<file path="config.mk">
export PLATFORM = sky130hd
export DESIGN_NAME = reg_rail_seq
export DESIGN_NICKNAME = d
export VERILOG_FILES = /design/src/rtl/reg_rail_seq.sv
export SDC_FILE = /design/constraint.sdc
export NUM_CORES = 1
export LEC_CHECK = 0
export BUFFER_PORTS_ARGS = -buffer_cell sky130_fd_sc_hd__buf_2
export CORE_ASPECT_RATIO = 1.4
export CORE_MARGIN = 2
export CORE_UTILIZATION = 35
export CTS_BUF_LIST = sky130_fd_sc_hd__clkbuf_16
export DETAILED_ROUTE_END_ITERATION = 16
export GPL_ROUTABILITY_DRIVEN = 0
export GPL_TIMING_DRIVEN = 0
export PLACE_DENSITY_LB_ADDON = 0.15
export SLEW_MARGIN = 20
export SYNTH_ARGS = -nofsm -noshare
export SYNTH_HDL_FRONTEND = slang
export SYNTH_SLANG_ARGS = --single-unit
</file>
<file path="constraint.sdc">
create_clock -name clk_i -period 3.38 [get_ports clk_i]
set_input_delay 0.845 -clock clk_i [delete_from_list [all_inputs] [get_ports clk_i]]
set_output_delay 0.845 -clock clk_i [all_outputs]
set_load 0.005 [all_outputs]
</file>
<file path="src/rtl/reg_rail_seq.sv">
// reg_rail_seq: sequenced supervisor for NCH regulator rails.
// Rails come up in ascending order, each with a soft-start window ending in
// a power-good check, and go down in reverse order. The first fault is
// latched together with the index of the lowest faulting rail.
module reg_rail_seq #(
  parameter int NCH         = 4,
  parameter int RAMP_CYCLES = 16,
  parameter int DOWN_CYCLES = 8,
  parameter int CHW         = 4,
  parameter int CW          = 8
) (
  input  logic           clk_i,
  input  logic           rst_ni,
  input  logic           en_i,
  input  logic [NCH-1:0] in_ok_i,
  input  logic [NCH-1:0] ovc_i,
  output logic [NCH-1:0] out_en_o,
  output logic [NCH-1:0] pg_o,
  output logic           all_pg_o,
  output logic           err_o,
  output logic [CHW-1:0] err_ch_o,
  output logic           busy_o
);

  typedef enum logic [2:0] {
    S_IDLE  = 3'd0,
    S_RAMP  = 3'd1,
    S_ON    = 3'd2,
    S_DOWN  = 3'd3,
    S_FAULT = 3'd4
  } state_e;

  localparam logic [CHW-1:0] LAST_CH   = CHW'(NCH - 1);
  localparam logic [CHW-1:0] CH_ONE    = CHW'(1);
  localparam logic [CW-1:0]  CNT_ONE   = CW'(1);
  localparam logic [CW-1:0]  RAMP_LAST = CW'(RAMP_CYCLES - 1);
  localparam logic [CW-1:0]  DOWN_LAST = CW'(DOWN_CYCLES - 1);

  state_e         state_q, state_d;
  logic [CHW-1:0] ch_q, ch_d;
  logic [CW-1:0]  cnt_q, cnt_d;
  logic [NCH-1:0] out_en_q, out_en_d;
  logic [NCH-1:0] pg_q, pg_d;
  logic           all_pg_q, all_pg_d;
  logic           err_q, err_d;
  logic [CHW-1:0] err_ch_q, err_ch_d;
  logic           busy_q, busy_d;

  logic           ramp_term;
  logic [NCH-1:0] flt_vec;
  logic           flt_any;
  logic [CHW-1:0] flt_idx;
  logic [CHW-1:0] ch_inc;
  logic [CHW-1:0] ch_dec;

  assign ramp_term = (cnt_q == RAMP_LAST);
  assign ch_inc    = ch_q + CH_ONE;
  assign ch_dec    = ch_q - CH_ONE;

  // Per-rail fault conditions. In ON every rail must stay in regulation and
  // free of overcurrent. While ramping or shutting down only overcurrent on a
  // rail that is still enabled counts, plus a failed power-good check on the
  // rail whose soft-start window just ended. IN_OK of rails already turned
  // off is never looked at.
  genvar gi;
  generate
    for (gi = 0; gi < NCH; gi++) begin : g_rail_flt
      logic on_flt;
      logic ovc_flt;
      logic pg_chk_flt;
      assign on_flt     = (state_q == S_ON) && (!in_ok_i[gi] || ovc_i[gi]);
      assign ovc_flt    = ((state_q == S_RAMP) || (state_q == S_DOWN)) &&
                          ovc_i[gi] && out_en_q[gi];
      assign pg_chk_flt = (state_q == S_RAMP) && ramp_term &&
                          (ch_q == CHW'(gi)) && !in_ok_i[gi];
      assign flt_vec[gi] = on_flt || ovc_flt || pg_chk_flt;
    end
  endgenerate

  // Lowest faulting rail index wins when several rails fault together.
  always_comb begin
    flt_any = |flt_vec;
    flt_idx = '0;
    for (int i = NCH - 1; i >= 0; i--) begin
      if (flt_vec[i]) begin
        flt_idx = CHW'(i);
      end
    end
  end

  // Next-state and registered-output logic of the sequencer.
  always_comb begin
    state_d  = state_q;
    ch_d     = ch_q;
    cnt_d    = cnt_q;
    out_en_d = out_en_q;
    pg_d     = pg_q;
    all_pg_d = all_pg_q;
    err_d    = err_q;
    err_ch_d = err_ch_q;
    busy_d   = busy_q;

    unique case (state_q)
      S_IDLE: begin
        if (en_i) begin
          state_d     = S_RAMP;
          ch_d        = '0;
          cnt_d       = '0;
          out_en_d    = '0;
          out_en_d[0] = 1'b1;
          pg_d        = '0;
          busy_d      = 1'b1;
        end
      end

      S_RAMP: begin
        if (flt_any) begin
          state_d  = S_FAULT;
          ch_d     = '0;
          cnt_d    = '0;
          out_en_d = '0;
          pg_d     = '0;
          all_pg_d = 1'b0;
          busy_d   = 1'b0;
          err_d    = 1'b1;
          err_ch_d = flt_idx;
        end else if (!en_i) begin
          // Abort the ramp: walk down only the rails that were turned on.
          state_d        = S_DOWN;
          cnt_d          = '0;
          out_en_d[ch_q] = 1'b0;
          pg_d[ch_q]     = 1'b0;
          busy_d         = 1'b1;
        end else if (ramp_term) begin
          // Power-good check passed (a failure was caught as a fault above).
          pg_d[ch_q] = 1'b1;
          cnt_d      = '0;
          if (ch_q != LAST_CH) begin
            ch_d             = ch_inc;
            out_en_d[ch_inc] = 1'b1;
          end else begin
            state_d  = S_ON;
            all_pg_d = 1'b1;
            busy_d   = 1'b0;
          end
        end else begin
          cnt_d = cnt_q + CNT_ONE;
        end
      end

      S_ON: begin
        if (flt_any) begin
          state_d  = S_FAULT;
          ch_d     = '0;
          cnt_d    = '0;
          out_en_d = '0;
          pg_d     = '0;
          all_pg_d = 1'b0;
          busy_d   = 1'b0;
          err_d    = 1'b1;
          err_ch_d = flt_idx;
        end else if (!en_i) begin
          state_d           = S_DOWN;
          ch_d              = LAST_CH;
          cnt_d             = '0;
          out_en_d[LAST_CH] = 1'b0;
          pg_d[LAST_CH]     = 1'b0;
          all_pg_d          = 1'b0;
          busy_d            = 1'b1;
        end
      end

      S_DOWN: begin
        // EN is deliberately not looked at: shutdown always completes.
        if (flt_any) begin
          state_d  = S_FAULT;
          ch_d     = '0;
          cnt_d    = '0;
          out_en_d = '0;
          pg_d     = '0;
          all_pg_d = 1'b0;
          busy_d   = 1'b0;
          err_d    = 1'b1;
          err_ch_d = flt_idx;
        end else if (cnt_q == DOWN_LAST) begin
          cnt_d = '0;
          if (ch_q == '0) begin
            // Rail 0 has now been off for a full step interval.
            state_d = S_IDLE;
            busy_d  = 1'b0;
          end else begin
            ch_d             = ch_dec;
            out_en_d[ch_dec] = 1'b0;
            pg_d[ch_dec]     = 1'b0;
          end
        end else begin
          cnt_d = cnt_q + CNT_ONE;
        end
      end

      S_FAULT: begin
        // Hold the latched fault until the request is withdrawn.
        if (!en_i) begin
          state_d  = S_IDLE;
          err_d    = 1'b0;
          err_ch_d = '0;
        end
      end

      default: begin
        state_d  = S_IDLE;
        ch_d     = '0;
        cnt_d    = '0;
        out_en_d = '0;
        pg_d     = '0;
        all_pg_d = 1'b0;
        err_d    = 1'b0;
        err_ch_d = '0;
        busy_d   = 1'b0;
      end
    endcase
  end

  // State register; reset clears everything at once, no reverse sequencing.
  always_ff @(posedge clk_i or negedge rst_ni) begin
    if (!rst_ni) begin
      state_q  <= S_IDLE;
      ch_q     <= '0;
      cnt_q    <= '0;
      out_en_q <= '0;
      pg_q     <= '0;
      all_pg_q <= 1'b0;
      err_q    <= 1'b0;
      err_ch_q <= '0;
      busy_q   <= 1'b0;
    end else begin
      state_q  <= state_d;
      ch_q     <= ch_d;
      cnt_q    <= cnt_d;
      out_en_q <= out_en_d;
      pg_q     <= pg_d;
      all_pg_q <= all_pg_d;
      err_q    <= err_d;
      err_ch_q <= err_ch_d;
      busy_q   <= busy_d;
    end
  end

  assign out_en_o = out_en_q;
  assign pg_o     = pg_q;
  assign all_pg_o = all_pg_q;
  assign err_o    = err_q;
  assign err_ch_o = err_ch_q;
  assign busy_o   = busy_q;

endmodule

</file>
# Word-level counts from Yosys, hierarchy flattened
# Index checks and enable logic that the tools add are counted.
[totals]
ff_bits = 30
in_bits = 11
out_inout_bits = 15
elab_cells = 196
[op_classes]
add_sub_neg = 3
order_cmp = 6
eq_ne = 26
muxes = 83
bitwise_logic = 11
reduce_logical = 56
[op_table]
columns = ["operator", "count"]
rows = [
  ["two-way mux 4 bit", 29],
  ["two-way mux 8 bit", 8],
  ["case mux 4 bit (5 select lines)", 3],
  ["case mux 8 bit (5 select lines)", 1],
  ["two-way mux 3 bit", 12],
  ["AND reduction 7 bit", 4],
  ["logical AND 1 bit", 24],
  ["two-way mux 1 bit", 21],
  ["inequality test 3 bit, second input constant", 6],
  ["AND reduction 6 bit", 3],
  ["bitwise AND 4 bit", 4],
  ["case mux 3 bit (5 select lines)", 1],
  ["logical OR 1 bit", 13],
  [">= comparator 4 x 1 -> 1 bit, second input constant", 3],
  ["less-than comparator 4 x 3 -> 1 bit, second input constant", 3],
  ["case mux 4 bit (3 select lines)", 1],
  ["adder 8 x 1 -> 8 bit, second input constant", 1],
  ["== test 4 x 2 -> 1 bit, second input constant", 2],
  ["== test 8 x 3 -> 1 bit, second input constant", 1],
  ["== test 8 x 4 -> 1 bit, second input constant", 1],
  ["inequality test 2 bit, second input constant", 4],
  ["inequality test 4 bit, second input constant", 2],
  ["inverter 4 bit", 2],
  ["OR 4 bit", 2],
  ["other kinds (24)", 34],
]

# Longest topological paths before layout
[logic_depth]
depth_word = 12
ltp_mapped = 10
mapped_depth_nobuf = 9

# Worst setup path after synthesis
# No wires, ideal clock.
[synth_timing]
path_kind = "input-to-reg"
from = "input in_ok_i[1]"
to = "register ch_q[1]"
setup_time_ns = 0.125
arrival_time_ns = 2.815
required_time_ns = 3.255
setup_slack_ns = 0.440
stages = 8
path_buffers = 1
cell_sequence = "or4b_2 -> nor4_1 -> or4_1 -> or3b_4 -> buf_6 -> nor2_4 -> a21oi_1 -> mux2_2"
[synth_via]
elab_chain_cells = 8
word_cells_on_any_way = 18
classes_between = "eq/ne (6); mux (4); reduce/logical (8)"
[synth_rtl]
columns = ["element", "line_no", "source"]
rows = [
  ["start: declaration", "15", "input logic [NCH-1:0] in_ok_i,"],
  ["logical NOT 1 bit (*)", "71, 75", ""],
  ["logical OR 1 bit", "71", "assign on_flt = (state_q == S_ON) && (!in_ok_i[gi] || ovc_i[gi]);"],
  ["logical AND 1 bit", "71", ""],
  ["logical OR 1 bit", "76", "assign flt_vec[gi] = on_flt || ovc_flt || pg_chk_flt;"],
  ["logical OR 1 bit (*)", "76", ""],
  ["OR reduction 4 bit (*)", "82", "flt_any = |flt_vec;"],
  ["inequality test 3 bit (no line), or another cell as far along", "--", ""],
  ["AND reduction 8 bit (no line) or case mux 4 bit (5 select lines) (tied branches)", "--", ""],
  ["end signal: assignment", "238", "ch_q <= ch_d;"],
  ["end: declaration", "40", "logic [CHW-1:0] ch_q, ch_d;"],
]
# Mark *: on every way between the ends. The rest lies on a longest branch, timed or not.
# A chain may end at the register's enable or synchronous reset.

# Worst setup path in the final report
[layout_timing]
from = "register cnt_q[5]"
to = "register ch_q[1]"
[layout_via]
elab_chain_cells = 8
word_cells_on_any_way = 27
classes_between = "eq/ne (8); mux (4); reduce/logical (15)"
[layout_rtl]
columns = ["element", "line_no", "source"]
rows = [
  ["start: declaration", "41", "logic [CW-1:0] cnt_q, cnt_d;"],
  ["start signal: assignment", "239", "cnt_q <= cnt_d;"],
  ["== test 8 x 4 -> 1 bit", "56", "assign ramp_term = (cnt_q == RAMP_LAST);"],
  ["logical AND 1 bit (2 in a row)", "74", "assign pg_chk_flt = (state_q == S_RAMP) && ramp_term &&"],
  ["logical AND 1 bit", "75", "(ch_q == CHW'(gi)) && !in_ok_i[gi];"],
  ["logical OR 1 bit", "76", ""],
  ["OR reduction 4 bit", "82", ""],
  ["inequality test 3 bit (no line), or another cell as far along", "--", ""],
  ["AND reduction 8 bit (no line) or case mux 4 bit (5 select lines) (tied branches)", "--", ""],
]
# Several ways; a longest one is shown, not always the timed one.

==> key figures <==
CTS
  – CTS max path bufs: 2
  – Clock Latency Late Sink: 0.27 ns
  – Num Clock Sinks: 28
  – Root Driver: clkbuf_16
  – CTS buffer count: 3
  – Clk slew on worst S/H paths: 0.08 ns
  – Post-CTS Repair Setup Buffers: 0
  – H-tree Lvls: 1
  – CTS tree: built

Die
  – Core box area: 0.00590 sq mm
  – Die height: 96.8 microns
  – Cell row count: 33
  – Top Ports: 26
  – Initial Util: 0.365
  – Die width: 70.3 microns
  – Die ar.: 0.00681 sq mm

Placed design
  – I/O Buffers: 23
  – Placed inst area: 0.00236 sq mm
  – Post-DP HPWL: 4990 microns

GRT
  – GRT Residual Overflow: 0
  – Vias in the first global route: 2092
  – GRT Total Usage: 0.192
  – Global-route wire length before repair: 10500 microns
  – Initial antenna violation count: 0
  – Largest net degree at the start of global routing: 29

Synth
  – Synth cell types: 59
  – Ys async rst share: 1.00
  – Mux share of post-synthesis cell area: 0.0407
  – Area leader, netlist: dfrtp_1
  – Post-Synth XOR/XNOR Area: 0.00813
  – Largest family of logic cells by synthesized area: simple AND/OR/NAND/NOR gates
  – Top-area cell type share of the netlist area: 0.325
  – Synth Flop Type: dfrtp_1
  – Warnings from Yosys: 0
  – Mapped cell area: 0.00215 sq mm
  – Simple-gate share of the synthesized area: 0.275
  – Register bit total from synthesis: 28
  – Synth top area cells: dfrtp_1 (33%), nand2_1 (4.7%), nor3_1 (3.9%)
  – Cell count after synthesis: 258
  – Post-synth EDFFs: 0
  – Syn Area/Cell: 8.35 sq um
  – Post-synthesis adder-cell area fraction: 0.0348
  – Sequential area share after synthesis: 0.325
  – Compound-Gate Fraction of Synth Area: 0.264

Setup path
  – Slowest stage cell, crit path: or4_1
  – Endpoint class of the critical path: flip-flop
  – Worst setup SP type: flip-flop
  – Worst flop-to-flop path startpoint: cnt_q[5]$_DFFE_PN0P_
  – CP max stage delay: 0.61 ns
  – Critical setup path kind: flip-flop to flip-flop
  – R2R cell count: 7
  – CP cell instances: or4_1 -> nor2_1 -> a41oi_1 -> a31oi_1 -> nand2_1 -> a21oi_1 -> mux2_2
  – Worst r2r dst: ch_q[1]$_DFFE_PN0P_
  – Critical Path AT: 3.39 ns
  – Family with the most delay on the worst path: simple AND/OR/NAND/NOR gates
  – Worst endpoint required time: 3.53 ns
  – R2r setup slk: 0.14 ns
  – Worst path depth: 7
  – Worst-path fanout max: 6
  – Worst Path Buf+Inv: 0

Drt
  – Vias post-DR: 2107
  – TritonRoute pass-1 iters: 6
  – Vias/cell: 5.92
  – DRT Wirelength: 6440 microns
  – Starting DRT DRC Count: 149
  – Final ANT Viol Nets: 0
  – DR WL/cell: 18.1 microns
  – DRC viols: 0

Timing
  – Final Slew Violations: 0
  – Normalized max-slew margin: 0.549
  – Fmax: 0.308 GHz
  – Final TNS setup: 0 ns
  – Minimum clock period: 3.24 ns
  – Setup Skew: 0.0103 ns
  – RSZ-0062 raised after global routing: no
  – Setup violations, final: 0
  – Final Hold Vio Count: 0
  – Worst slew pin tran: 0.676 ns
  – Period utilization: 0.959

Finish
  – Design Area, Final: 0.00245 sq mm
  – Ant. Diodes: 0
  – Layout Area Growth over Synthesis: 13.6%
  – Most frequent cells in the layout: nand2_1 (27), dfrtp_1 (27), buf_2 (24), nor2_1 (17), nor3_1 (17)
  – Share of cells above drive strength 1: 0.168
  – Nets: 304
  – Fill count: 627
  – Layout Utilization: 0.414

Worst hold path
  – Hold Crit Depth: 1
  – Hold path endpoint: err_o$_DFFE_PN0P_
  – Hold_sp: err_o$_DFFE_PN0P_
  – Hold WC Path Type: flip-flop to flip-flop

Power and ir drop
  – Internal Pwr Total: 1.02 mW
  – P_leak: 1.09 nW
  – Clock power share: 0.147
  – Switching Fraction: 0.473
  – Sequential share of power: 0.254
  – Max VDD drop: 294 uV
  – Total power draw: 1.94 mW
  – Gate power share: 0.599
  – Sw power: 0.919 mW
  – Pwr Density: 793 mW/mm^2

Job
  – Max Cap Violations: 0

Status
  – Status: finished clean
[cell type report]
| type | instances | area (sq um) | share of cell area |
|---|---|---|---|
| Inverter | 11 | 41.3 | 0.0169 |
| Sequential cell | 28 | 702 | 0.287 |
| Buffer | 13 | 68.8 | 0.0281 |
| Clock inverter | 1 | 3.75 | 0.00153 |
| Timing Repair Buffer | 23 | 115 | 0.0470 |
| Multi-Input combinational cell | 207 | 1350 | 0.553 |
| Clock buffer | 3 | 75.1 | 0.0307 |
| Tap cell | 70 | 87.6 | 0.0358 |
[layer usage]
metal / share of wire / GRT usage / up-vias
li1: - / - / 1029
met1: 0.42 / 0.229 / 994
met2: 0.52 / 0.345 / 68
met3: 0.042 / 0.0229 / 16
met4: 0.023 / 0.0695 / 0
met5: 0 / 0 / -
[synthesized netlist by cell type, types with 4 or more instances]
cell type  count
dfrtp_1       28
nand2_1       27
nor2_1        17
nor3_1        17
a21oi_1       16
o21ai_0       12
inv_1         11
a31oi_1        9
a21o_1         7
clkbuf_1       7
nand2b_1       7
ha_1           6
nand3_1        6
a22o_1         5
mux2_2         5
nor4_1         5
and3_1         4
o31ai_1        4
[stage by stage]
| step | worst slack, ns | hold slack [ns] | instances |
|---|---|---|---|
| finish | 0.138 | 0.472 | 356 |
| global route | 0.00493 | 0.494 | 356 |
| CTS | 0.137 | 0.479 | 356 |
| detailed placement | -0.0941 | 0.461 | 352 |
| global placement | -0.107 | 0.458 | 352 |
| floorplan | 0.440 | 0.474 | 259 |
[power groups by stage]
stage          clock [mW]  sequential [mW]  combinational, mW
2_1_floorplan           0            0.475              0.855
3_3_place_gp            0            0.495               1.15
3_5_place_dp            0            0.497               1.15
4_1_cts             0.289            0.490               1.15
5_1_grt             0.307            0.503               1.27
6_report            0.285            0.493               1.16
[logic make-up after synthesis]
group           count (synthesis)
other cells                     1
fa+ha+maj                       6
simple gates                  109
compound gates                 80
flops                          28
xor+xnor                        2
buf+inv                        24
mux                             8
[registers in the layout, summed over array words and instances, names as in the netlist]
signal    cells
all_pg_o      1
cnt_q         8
busy_o        1
pg_o          4
ch_q          4
state_q       3
err_o         1
err_ch_o      2
out_en_o      4
[worst reg2reg max path: stages, from the launching register on]
cell	delay, ns
dfrtp_1	0.43
or4_1	0.61
nor2_1	0.41
a41oi_1	0.35
a31oi_1	0.55
nand2_1	0.20
a21oi_1	0.21
mux2_2	0.35
[timing repair]
item                                    4_1_cts  5_1_grt
endpoints found under the setup margin        0        3
gates resized for setup                       0        2
endpoints found under the hold margin         0        0
hold buffers                                  0        0
[worst max-delay path by stage]
| stage | from | to | slack, ns |
|---|---|---|---|
| final | cnt_q[5]$_DFFE_PN0P_ | ch_q[1]$_DFFE_PN0P_ | 0.14 |
| after global routing | cnt_q[5]$_DFFE_PN0P_ | ch_q[1]$_DFFE_PN0P_ | 0.005 |
| after CTS | ch_q[0]$_DFFE_PN0P_ | out_en_o[2]$_DFFE_PN0P_ | 0.14 |
| after detailed placement | in_ok_i[1] | ch_q[1]$_DFFE_PN0P_ | -0.09 |
| after global placement | in_ok_i[1] | ch_q[1]$_DFFE_PN0P_ | -0.11 |
| after floorplan | in_ok_i[1] | ch_q[1]$_DFFE_PN0P_ | 0.44 |
No activity file was read; power rests on OpenSTA's default activity.
